--- src/rtl/screen_reader_pkg.sv ---
`default_nettype none
// ============================================================================
//  Module      : screen_reader_pkg
//  Description : Shared constants and FSM state encoding for the Hack screen
//                scanner (screen RAM geometry, word width, state codes).
//  Revision    : 1.0 - initial release
// ============================================================================
package screen_reader_pkg;

    localparam int SCREEN_BASE  = 16384;
    localparam int SCREEN_WORDS = 8192;
    localparam int WORD_WIDTH   = 16;
    localparam int ADDR_W       = $clog2(SCREEN_WORDS);

    typedef enum logic [1:0] {
        ST_IDLE  = 2'd0,
        ST_FETCH = 2'd1,
        ST_LOAD  = 2'd2,
        ST_SHIFT = 2'd3
    } state_t;

endpackage
`default_nettype wire

--- src/rtl/screen_reader_pixel_shifter.sv ---
`default_nettype none
// ============================================================================
//  Module      : screen_reader_pixel_shifter
//  Description : W-bit right-shifting pixel register with a bit counter.
//                Load has priority over shift; the counter clears on load and
//                advances on every shift. o_last flags the final bit position.
//  Ports       : clk, rst        - clock, synchronous active-high reset
//                i_load, i_data  - parallel load of a new word
//                i_shift         - shift right by one, advance counter
//                o_bit0          - current output bit (LSB)
//                o_word          - whole register (used for word hand-over)
//                o_last          - counter is at bit W-1
//  Revision    : 1.0 - initial release
// ============================================================================
module screen_reader_pixel_shifter
    import screen_reader_pkg::*;
#(
    parameter int W = WORD_WIDTH
) (
    input  logic         clk,
    input  logic         rst,
    input  logic         i_load,
    input  logic         i_shift,
    input  logic [W-1:0] i_data,
    output logic         o_bit0,
    output logic [W-1:0] o_word,
    output logic         o_last
);

    localparam int CW = $clog2(W);

    logic [W-1:0]  r_sr;
    logic [CW-1:0] r_cnt;

    always_ff @(posedge clk) begin
        if (rst) begin
            r_sr  <= '0;
            r_cnt <= '0;
        end else if (i_load) begin
            r_sr  <= i_data;
            r_cnt <= '0;
        end else if (i_shift) begin
            r_sr  <= {1'b0, r_sr[W-1:1]};
            r_cnt <= r_cnt + CW'(1);
        end
    end

    assign o_bit0 = r_sr[0];
    assign o_word = r_sr;
    assign o_last = (r_cnt == CW'(W-1));

endmodule
`default_nettype wire

--- src/rtl/screen_reader.sv ---
`default_nettype none
// ============================================================================
//  Module      : screen_reader
//  Description : Walks the screen RAM word by word and serialises each word
//                into a pixel stream (LSB = leftmost pixel) with a
//                valid/ready handshake. Marks row and frame ends.
//  Config      : SCREEN_READER_PREFETCH_EN - adds a holding register that
//                fetches the next word during SHIFT, removing the per-word
//                FETCH/LOAD bubble.
//  Ports       : clk, reset            - clock, synchronous active-high reset
//                start                 - frame request (sampled in IDLE)
//                addr, rd, data        - screen RAM read port (1-cycle latency)
//                pixel, pixel_valid,
//                pixel_ready           - pixel stream handshake
//                line_end, frame_end   - qualify last pixel of row / frame
//                busy                  - frame in progress
//  Revision    : 1.0 - initial release
// ============================================================================
module screen_reader
    import screen_reader_pkg::*;
#(
    parameter int WIDTH  = 512,
    parameter int HEIGHT = 256,
    parameter int WORD   = 16
) (
    input  logic              clk,
    input  logic              reset,
    input  logic              start,
    output logic [ADDR_W-1:0] addr,
    output logic              rd,
    input  logic [WORD-1:0]   data,
    output logic              pixel,
    output logic              pixel_valid,
    input  logic              pixel_ready,
    output logic              line_end,
    output logic              frame_end,
    output logic              busy
);

    localparam int                WORDS_PER_ROW = WIDTH / WORD;
    localparam logic [ADDR_W-1:0] LAST_WORD     = ADDR_W'(WORDS_PER_ROW * HEIGHT - 1);
    localparam logic [ADDR_W-1:0] LAST_COL      = ADDR_W'(WORDS_PER_ROW - 1);

    state_t            r_state;
    logic [ADDR_W-1:0] r_idx;   // word index within the frame
    logic [ADDR_W-1:0] r_col;   // word column within the current row

    logic            w_xfer;
    logic            w_last_bit;
    logic            w_bit0;
    logic            w_word_done;
    logic            w_last_word;
    logic            w_load;
    logic [WORD-1:0] w_load_data;
    logic [WORD-1:0] w_sr_word_unused;

    assign w_xfer      = (r_state == ST_SHIFT) & pixel_ready;
    assign w_word_done = w_xfer & w_last_bit;
    assign w_last_word = (r_idx == LAST_WORD);

`ifdef SCREEN_READER_PREFETCH_EN
    logic            r_hold_full;
    logic            r_pend;      // read issued last cycle, data arrives now
    logic            w_pf_rd;
    logic [WORD-1:0] w_hold_word;
    logic            w_hold_bit0_unused;
    logic            w_hold_last_unused;

    // One read in flight at most; never prefetch in the cycle the current
    // word retires, so the FSM's fallback decision sees settled flags.
    assign w_pf_rd = (r_state == ST_SHIFT) & ~r_hold_full & ~r_pend
                   & ~w_last_word & ~w_word_done;

    // LOAD takes the holding register if it filled while waiting, else the
    // RAM data that is valid in this cycle.
    assign w_load      = (r_state == ST_LOAD)
                       | (w_word_done & ~w_last_word & r_hold_full);
    assign w_load_data = r_hold_full ? w_hold_word : data;

    assign rd   = (r_state == ST_FETCH) | w_pf_rd;
    assign addr = w_pf_rd ? (r_idx + ADDR_W'(1)) : r_idx;

    screen_reader_pixel_shifter #(.W(WORD)) u_hold (
        .clk     (clk),
        .rst     (reset),
        .i_load  (r_pend),
        .i_shift (1'b0),
        .i_data  (data),
        .o_bit0  (w_hold_bit0_unused),
        .o_word  (w_hold_word),
        .o_last  (w_hold_last_unused)
    );
`else
    assign w_load      = (r_state == ST_LOAD);
    assign w_load_data = data;
    assign rd          = (r_state == ST_FETCH);
    assign addr        = r_idx;
`endif

    screen_reader_pixel_shifter #(.W(WORD)) u_shift (
        .clk     (clk),
        .rst     (reset),
        .i_load  (w_load),
        .i_shift (w_xfer),
        .i_data  (w_load_data),
        .o_bit0  (w_bit0),
        .o_word  (w_sr_word_unused),
        .o_last  (w_last_bit)
    );

    always_ff @(posedge clk) begin
        if (reset) begin
            r_state <= ST_IDLE;
            r_idx   <= '0;
            r_col   <= '0;
`ifdef SCREEN_READER_PREFETCH_EN
            r_pend      <= 1'b0;
            r_hold_full <= 1'b0;
`endif
        end else begin
            case (r_state)
                ST_IDLE: begin
                    if (start) begin
                        r_idx   <= '0;
                        r_col   <= '0;
                        r_state <= ST_FETCH;
                    end
                end
                ST_FETCH: r_state <= ST_LOAD;
                ST_LOAD:  r_state <= ST_SHIFT;
                ST_SHIFT: begin
                    if (w_word_done) begin
                        if (w_last_word) begin
                            r_idx   <= '0;
                            r_col   <= '0;
                            r_state <= ST_IDLE;
                        end else begin
                            r_idx <= r_idx + ADDR_W'(1);
                            r_col <= (r_col == LAST_COL) ? '0 : r_col + ADDR_W'(1);
`ifdef SCREEN_READER_PREFETCH_EN
                            // Next word ready: continue without a bubble.
                            // Read in flight: it lands in the holding
                            // register now, LOAD picks it up next cycle.
                            if (r_hold_full)
                                r_state <= ST_SHIFT;
                            else if (r_pend)
                                r_state <= ST_LOAD;
                            else
                                r_state <= ST_FETCH;
`else
                            r_state <= ST_FETCH;
`endif
                        end
                    end
                end
                default: r_state <= ST_IDLE;
            endcase
`ifdef SCREEN_READER_PREFETCH_EN
            r_pend <= w_pf_rd;
            if (r_pend)
                r_hold_full <= 1'b1;
            else if (w_load && r_hold_full)
                r_hold_full <= 1'b0;
`endif
        end
    end

    assign pixel_valid = (r_state == ST_SHIFT);
    assign pixel       = pixel_valid & w_bit0;
    assign line_end    = pixel_valid & w_last_bit & (r_col == LAST_COL);
    assign frame_end   = line_end & w_last_word;
    assign busy        = (r_state != ST_IDLE);

endmodule
`default_nettype wire

--- config.mk ---
export PLATFORM = sky130hd
export DESIGN_NAME = screen_reader
export DESIGN_NICKNAME = d
export VERILOG_FILES = /design/src/rtl/screen_reader_pkg.sv /design/src/rtl/screen_reader_pixel_shifter.sv /design/src/rtl/screen_reader.sv
export SDC_FILE = /design/constraint.sdc
export NUM_CORES = 1
export LEC_CHECK = 0
export BUFFER_PORTS_ARGS = -buffer_cell sky130_fd_sc_hd__buf_2
export CAP_MARGIN = 25
export CORE_ASPECT_RATIO = 0.5
export CORE_UTILIZATION = 54
export DETAILED_ROUTE_END_ITERATION = 10
export PLACE_DENSITY = 0.75
export SLEW_MARGIN = 15
export SYNTH_ARGS = -nofsm -noshare
export SYNTH_HDL_FRONTEND = slang
export SYNTH_SLANG_ARGS = --single-unit
export TNS_END_PERCENT = 5
--- constraint.sdc ---
create_clock -name clk -period 6.02 [get_ports clk]
set_input_delay 0.602 -clock clk [delete_from_list [all_inputs] [get_ports clk]]
set_output_delay 0.602 -clock clk [all_outputs]
set_load 0.01 [all_outputs]
==> results.toml, run 1 <==
[run_status]
status = "completed"

[sta]
timing_worst_slew_pin_value_ns = 0.886
finalSetupViolations = 0
setup_slack_ns = 3.39
hold_viol = 0
skew_ns = 0.00554
fin_hold_ws_ns = 0.500
finalSetupTns_ns = 0
max_freq_ghz = 0.380
maxSlewViolCount = 0
rsz0062_at_grt = "false"
min_period_ns = 2.63
fin_crit_sh_pct = 43.7
slew-limit-headroom_pct = 40.9

[route]
detail-route-antenna-nets = 0
drc_errors = 0
drtIter0Drc = 177
dr.pass1.iters = 4
wl_mm = 5.85
num_vias = 2475
avgRoutedWirePerCell_um = 14.1
routed_via_density = 5.98

[clocking]
hold_buffers = 0
htreeDepth = 2
root_buffer = "clkbuf_8"
clock_sinks = 48
post_cts_resized = 0
clk_pin_slew_ns = 0.09
postCtsSetupRepairBufs = 0
cts-buffers-inserted = 5
clockBufferDepth = 2
cts_tree = "built"
insertion_delay_ns = 0.31

[worst_setup_path]
cp_slowest_cell = "dfxtp_1"
crit_path_end_kind = "output port"
rr_worst_depth = 7
critPathMaxStageDelay_ns = 0.40
critPathKind = "reg2out"
cp_cell_sequence = "ha_1, buf_4, nand4_1, nor4_1, buf_2"
r2r-start = "r_state[0]"
arrival_ns = 2.03
crit_fanout = 31
worstPathRequired_ns = 5.42
cp-startpoint = "r_state[0]"
cp-start-kind = "flip-flop"

[global_route]
gr-total-overflow = 0
grt_max_degree = 49
grt_use_met3_pct = 5.29
grt_pass1_wl_mm = 9.96
use_met2_pct = 42.1
grt_busiest_layer = "met2"
grt_util_met1_pct = 32.8
antenna_found_initial = 0
grt_usage_pct = 24.9
grt_pass1_vias = 2141

[finish]
stdcell_count = 414
final_cell_mix = "dfxtp_1 (48), a21oi_1 (42), nand2_1 (39), buf_2 (38), nand3_1 (35)"
area_delta_synth_final_pct = 12.1
layout.cells.most_common = "dfxtp_1"
n_antenna_cell = 0
layout.nets = 384
num-fill-cells = 414
drive_gt1_share_pct = 15.1

[min_path]
whs_path_depth = 2
hold_start = "r_col[1]"
hp-class = "reg2reg"

[pwr]
switching_power_uw = 318
power_uw = 882
p_leak_uw = 0.00106
p_int_uw = 563
clkPwrFrac_pct = 27.6
switching_share_pct = 36.1
vdd_drop_max_v = 0.000207
power_density_mw_per_mm2 = 308
p_seq_share_pct = 41.7
comb_power_share_pct = 30.7

[logic_synthesis]
yosysTopAreaCellShare_pct = 37.7
yosys_warnings = 0
synthesis.nets = 358
ys_types = 48
synth_flop_cell = "dfxtp_1"
syn_avg_cell_area_um2 = 7.73
synth_edf_count = 0
syn_area_mm2 = 0.00255
ys_seq_elements = 48
synth.area.top_cells = "dfxtp_1 (38%), a21oi_1 (8.2%), nand3_1 (6.9%)"
syn_inst = 330
ys_seq_area_share_pct = 37.7
synth_async_sr_flop_share_pct = 0
synth.largest_area_cell = "dfxtp_1"

[placed_design]
hpwl_mm = 3.78
dp.cells = 406
place_congestion = 0.866
place_ws_ns = 3.34
io_buffers = 38

[die]
io_pins = 39
rows = 17
coreArea_mm2 = 0.00447
die_h_um = 50.6
die-area_mm2 = 0.00502
die_w_um = 99.2
start_util_pct = 57.1

[flow_run]
maxCapViolCount = 0
power groups by stage:
stage / clock network [uW] / registers, uW / logic, uW
after global routing: 259 / 371 / 305
after global placement: 0 / 373 / 254
after CTS: 249 / 367 / 267
after detailed placement: 0 / 374 / 265
after floorplan: 0 / 370 / 207
final: 243 / 368 / 270
cell type report:
cell class	count	area (um^2)	area share [%]
Clock buffer	5	68.8	2.41
Clock inverter	3	47.5	1.66
Inverter	5	18.8	0.656
Multi-Input combinational cell	256	1490	52.0
Sequential cell	48	961	33.6
Tap cell	57	71.3	2.49
Timing Repair Buffer	40	205	7.18
path summary, 6_finish.rpt:
path                                  end  slack [ns]
worst max register to register  r_col[11]        3.46
worst max-delay path            frame_end        3.39
worst min-delay path             r_col[1]        0.50
worst min register to register   r_col[1]        0.50
cells by family after synthesis:
logic type      Yosys count  synth area share [%]
simple gates            155                  30.9
compound gates           86                  20.9
flops                    48                  37.7
buf+inv                  26                  4.02
fa+ha+maj                 8                  3.93
mux                       4                  1.62
xor+xnor                  3                  1.03
worst max-delay path: cells and delay by family, from the launching register on:
kind	cells	cell delay, ns
and+or+nand+nor	2	0.59
buffers and inverters	2	0.53
DFF	1	0.40
adders and majority gates	1	0.20
metrics by stage:
step	cell area, um^2	util, %
finish	2860	64.0
global route	2860	64.0
CTS	2860	64.0
detailed placement	2740	61.4
global placement	2740	61.4
floorplan	2550	-
layer usage:
layer  wire (um)  vias to the layer above
li1            -                     1258
met1        2790                     1151
met4          60                        0
met2        2720                       59
met5           0                        -
met3         281                        7
cells in the mapped netlist, types with 5 or more instances:
master,instances
nand4_1,6
nor4_1,5
dfxtp_1,48
a31oi_1,9
nor2_1,31
or3_1,10
a21oi_1,42
o21ai_0,11
clkbuf_1,15
nand3_1,35
nand2_1,39
inv_1,5
ha_1,8
nor3_1,5
and3_1,6
flip-flops by register name, summed over array words and instances, names as in the netlist:
| signal | flops |
|---|---|
| u_shift.o_word | 16 |
| addr | 13 |
| r_col | 13 |
| u_shift.r_cnt | 4 |
| r_state | 2 |
Note: power is estimated with default switching activity, not from simulation.
==> run 2: changes to the inputs <==
--- a/config.mk
+++ b/config.mk
@@ -5,6 +5,7 @@
 export SDC_FILE = /design/constraint.sdc
 export NUM_CORES = 1
 export LEC_CHECK = 0
+export ABC_AREA = 1
 export BUFFER_PORTS_ARGS = -buffer_cell sky130_fd_sc_hd__buf_2
 export CAP_MARGIN = 25
 export CORE_ASPECT_RATIO = 0.5
==> constraint.sdc (replaced) <==
create_clock -name clk -period 2.53 [get_ports clk]
set_input_delay 0.253 -clock clk [delete_from_list [all_inputs] [get_ports clk]]
set_output_delay 0.253 -clock clk [all_outputs]
set_load 0.01 [all_outputs]
==> run 2 against run 1 <==
  * Register-to-register slack lost 2.9 ns
  * Routed wire length grew 8.5%
  * Combinational power grew to 2.7 times the previous value
  * Highest routed layer unchanged
  * Clock-buffer cell count up 1
  * Sequential share of layout area is 2.1 points lower
  * Largest cell class unchanged
  * Clock power increased by 140%
==> results.toml, run 2 <==
[run_status]
status = "completed"

[logic_synthesis]
syn_area_mm2 = 0.00269
syn_inst = 417
yosys-top-cells-count = "nand2_1 (120), nor2_1 (62), dfxtp_1 (48)"
synth_flop_cell = "dfxtp_1"
synth.largest_area_cell = "dfxtp_1"
ys_seq_elements = 48
yosys_warnings = 0
synth_most_common_cell = "nand2_1"
synth_edf_count = 0
syn_avg_cell_area_um2 = 6.44
yosysTopAreaCellShare_pct = 35.8
synth_async_sr_flop_share_pct = 0
synthesis.nets = 445
ys_types = 29
ys_seq_area_share_pct = 35.8
synth.area.top_cells = "dfxtp_1 (36%), nand2_1 (17%), nor2_1 (8.7%)"

[route]
dr.pass1.iters = 4
routed_via_density = 5.42
num_vias = 2825
drc_errors = 0
avgRoutedWirePerCell_um = 12.2
drtIter0Drc = 95
wl_mm = 6.35
detail-route-antenna-nets = 0

[finish]
num-fill-cells = 436
drive_gt1_share_pct = 13.8
area_delta_synth_final_pct = 13.5
final_cell_mix = "nand2_1 (120), nor2_1 (62), dfxtp_1 (48), inv_1 (45), buf_2 (38)"
n_antenna_cell = 0
regArea_um2 = 961
stdcell_count = 521
multi_input_area_mm2 = 0.00148
largest_reg_flops = 16
layout.cells.most_common = "nand2_1"
layout.nets = 482

[pwr]
power_density_mw_per_mm2 = 720
p_leak_uw = 0.00124
power_uw = 2200
vdd_drop_max_v = 0.000417

[min_path]
worst_hold_path.endpoint = "u_shift.o_word[15]"
whs_path_depth = 3
hp-class = "in2reg"
hold_start = "data[15]"

[clocking]
clk_pin_slew_ns = 0.09
insertion_delay_ns = 0.30
cts-buffers-inserted = 5
clockBufferDepth = 2
clock_sinks = 48
root_buffer = "clkbuf_8"
cts_tree = "built"
postCtsSetupRepairBufs = 0
hold_buffers = 0
htreeDepth = 2
post_cts_resized = 0

[flow_run]
maxCapViolCount = 0

[sta]
skew_ns = 0.00479
max_freq_ghz = 0.463
fin_crit_sh_pct = 85.3
min_period_ns = 2.16
timing_worst_slew_pin_value_ns = 0.452
maxSlewViolCount = 0
fin_hold_ws_ns = 0.191
finalSetupTns_ns = 0
finalSetupViolations = 0
rsz0062_at_grt = "false"
slew-limit-headroom_pct = 69.7
hold_viol = 0

[worst_setup_path]
r2r_slack_ns = 0.52
cp-start-kind = "flip-flop"
crit_fanout = 5
critPathKind = "reg2out"
r2r_end = "addr[5]"
crit_path_end_kind = "output port"
arrival_ns = 1.90
worstPathRequired_ns = 2.28
r2r-start = "r_state[0]"
rr_worst_depth = 8

[die]
die-area_mm2 = 0.00528
start_util_pct = 58.7
io_pins = 39
coreArea_mm2 = 0.00457
die_w_um = 102
die_h_um = 51.9
rows = 17

[placed_design]
dp.cells = 513
place_congestion = 0.889
hpwl_mm = 4.64
io_buffers = 38

[global_route]
grt_pass1_wl_mm = 10.7
grt_max_degree = 31
gr-total-overflow = 0
grt_usage_pct = 26.5
grt_pass1_vias = 2389
antenna_found_initial = 0
[run 2: cell count changes in the layout (fill, tap and decap cells not counted), moves of 4 or more]
| cell | change |
|---|---|
| nand2_1 | +81 |
| inv_1 | +40 |
| nor2_1 | +31 |
| a21oi_1 | -19 |
| or3_1 | -10 |
| a31oi_1 | +7 |
| and3_1 | -6 |
| nor2_2 | +5 |
| a2bb2oi_1 | -4 |
| nor4_1 | -4 |
[run 2: per-stage QoR]
step / area, um^2 / worst slack [ns] / utilization [%]
6_report: 3050 / 0.372 / 66.6
5_1_grt: 3050 / 0.169 / 66.6
4_1_cts: 3050 / 0.382 / 66.6
3_5_place_dp: 2930 / 0.543 / 64.0
3_3_place_gp: 2930 / 0.673 / 64.0
2_1_floorplan: 2690 / 0.912 / -
[run 2: kinds of logic (layout without fill, tap and decap cells)]
logic type	count (synthesis)	after routing	share of synthesized area, %
flops	48	48	35.8
simple gates	241	241	38.3
fa+ha+maj	8	8	3.73
buf+inv	61	99	9.27
xor+xnor	2	2	0.652
compound gates	57	57	12.3
[run 2: metal layers]
layer,wire [um],global-route usage [%],vias to the layer above
met1,3050,35.6,1318
met3,459,6.45,5
met2,2810,43.2,91
li1,-,-,1411
met4,33,6.28,0
met5,0,0,-
[run 2: final cells by class]
class / count / area share [%]
repair buffers: 43 / 7.47
well taps: 66 / 2.71
flip-flops and latches: 48 / 31.5
clock inverters: 2 / 1.27
clock buffers: 6 / 2.71
inverters: 48 / 5.91
multi-input cells: 308 / 48.4
[run 2: worst max-delay path by stage]
stage,cells past startpoint,slack (ns),to,startpoint
global route,6,0.17,frame_end,r_col[1]
floorplan,5,0.91,frame_end,addr[0]
CTS,6,0.38,frame_end,r_col[1]
finish,6,0.37,frame_end,r_col[1]
global placement,8,0.67,r_col[5],r_state[0]
detailed placement,8,0.54,r_col[5],r_state[0]
[run 2: critical path, cell delays in order, from the launching register on]
cell     delay (ns)
dfxtp_1        0.37
ha_1           0.23
nand3_1        0.26
nor2_1         0.17
nand3_1        0.18
nor4_1         0.21
buf_2          0.17
[run 2: power by group]
group / total (uW) / switching, uW / leakage, uW / internal, uW
Sequential: 870 / 37.4 / 0.000388 / 832
Clock: 592 / 268 / 0.0000614 / 323
Combinational: 734 / 522 / 0.000792 / 212
Total: 2200 / 827 / 0.00124 / 1370
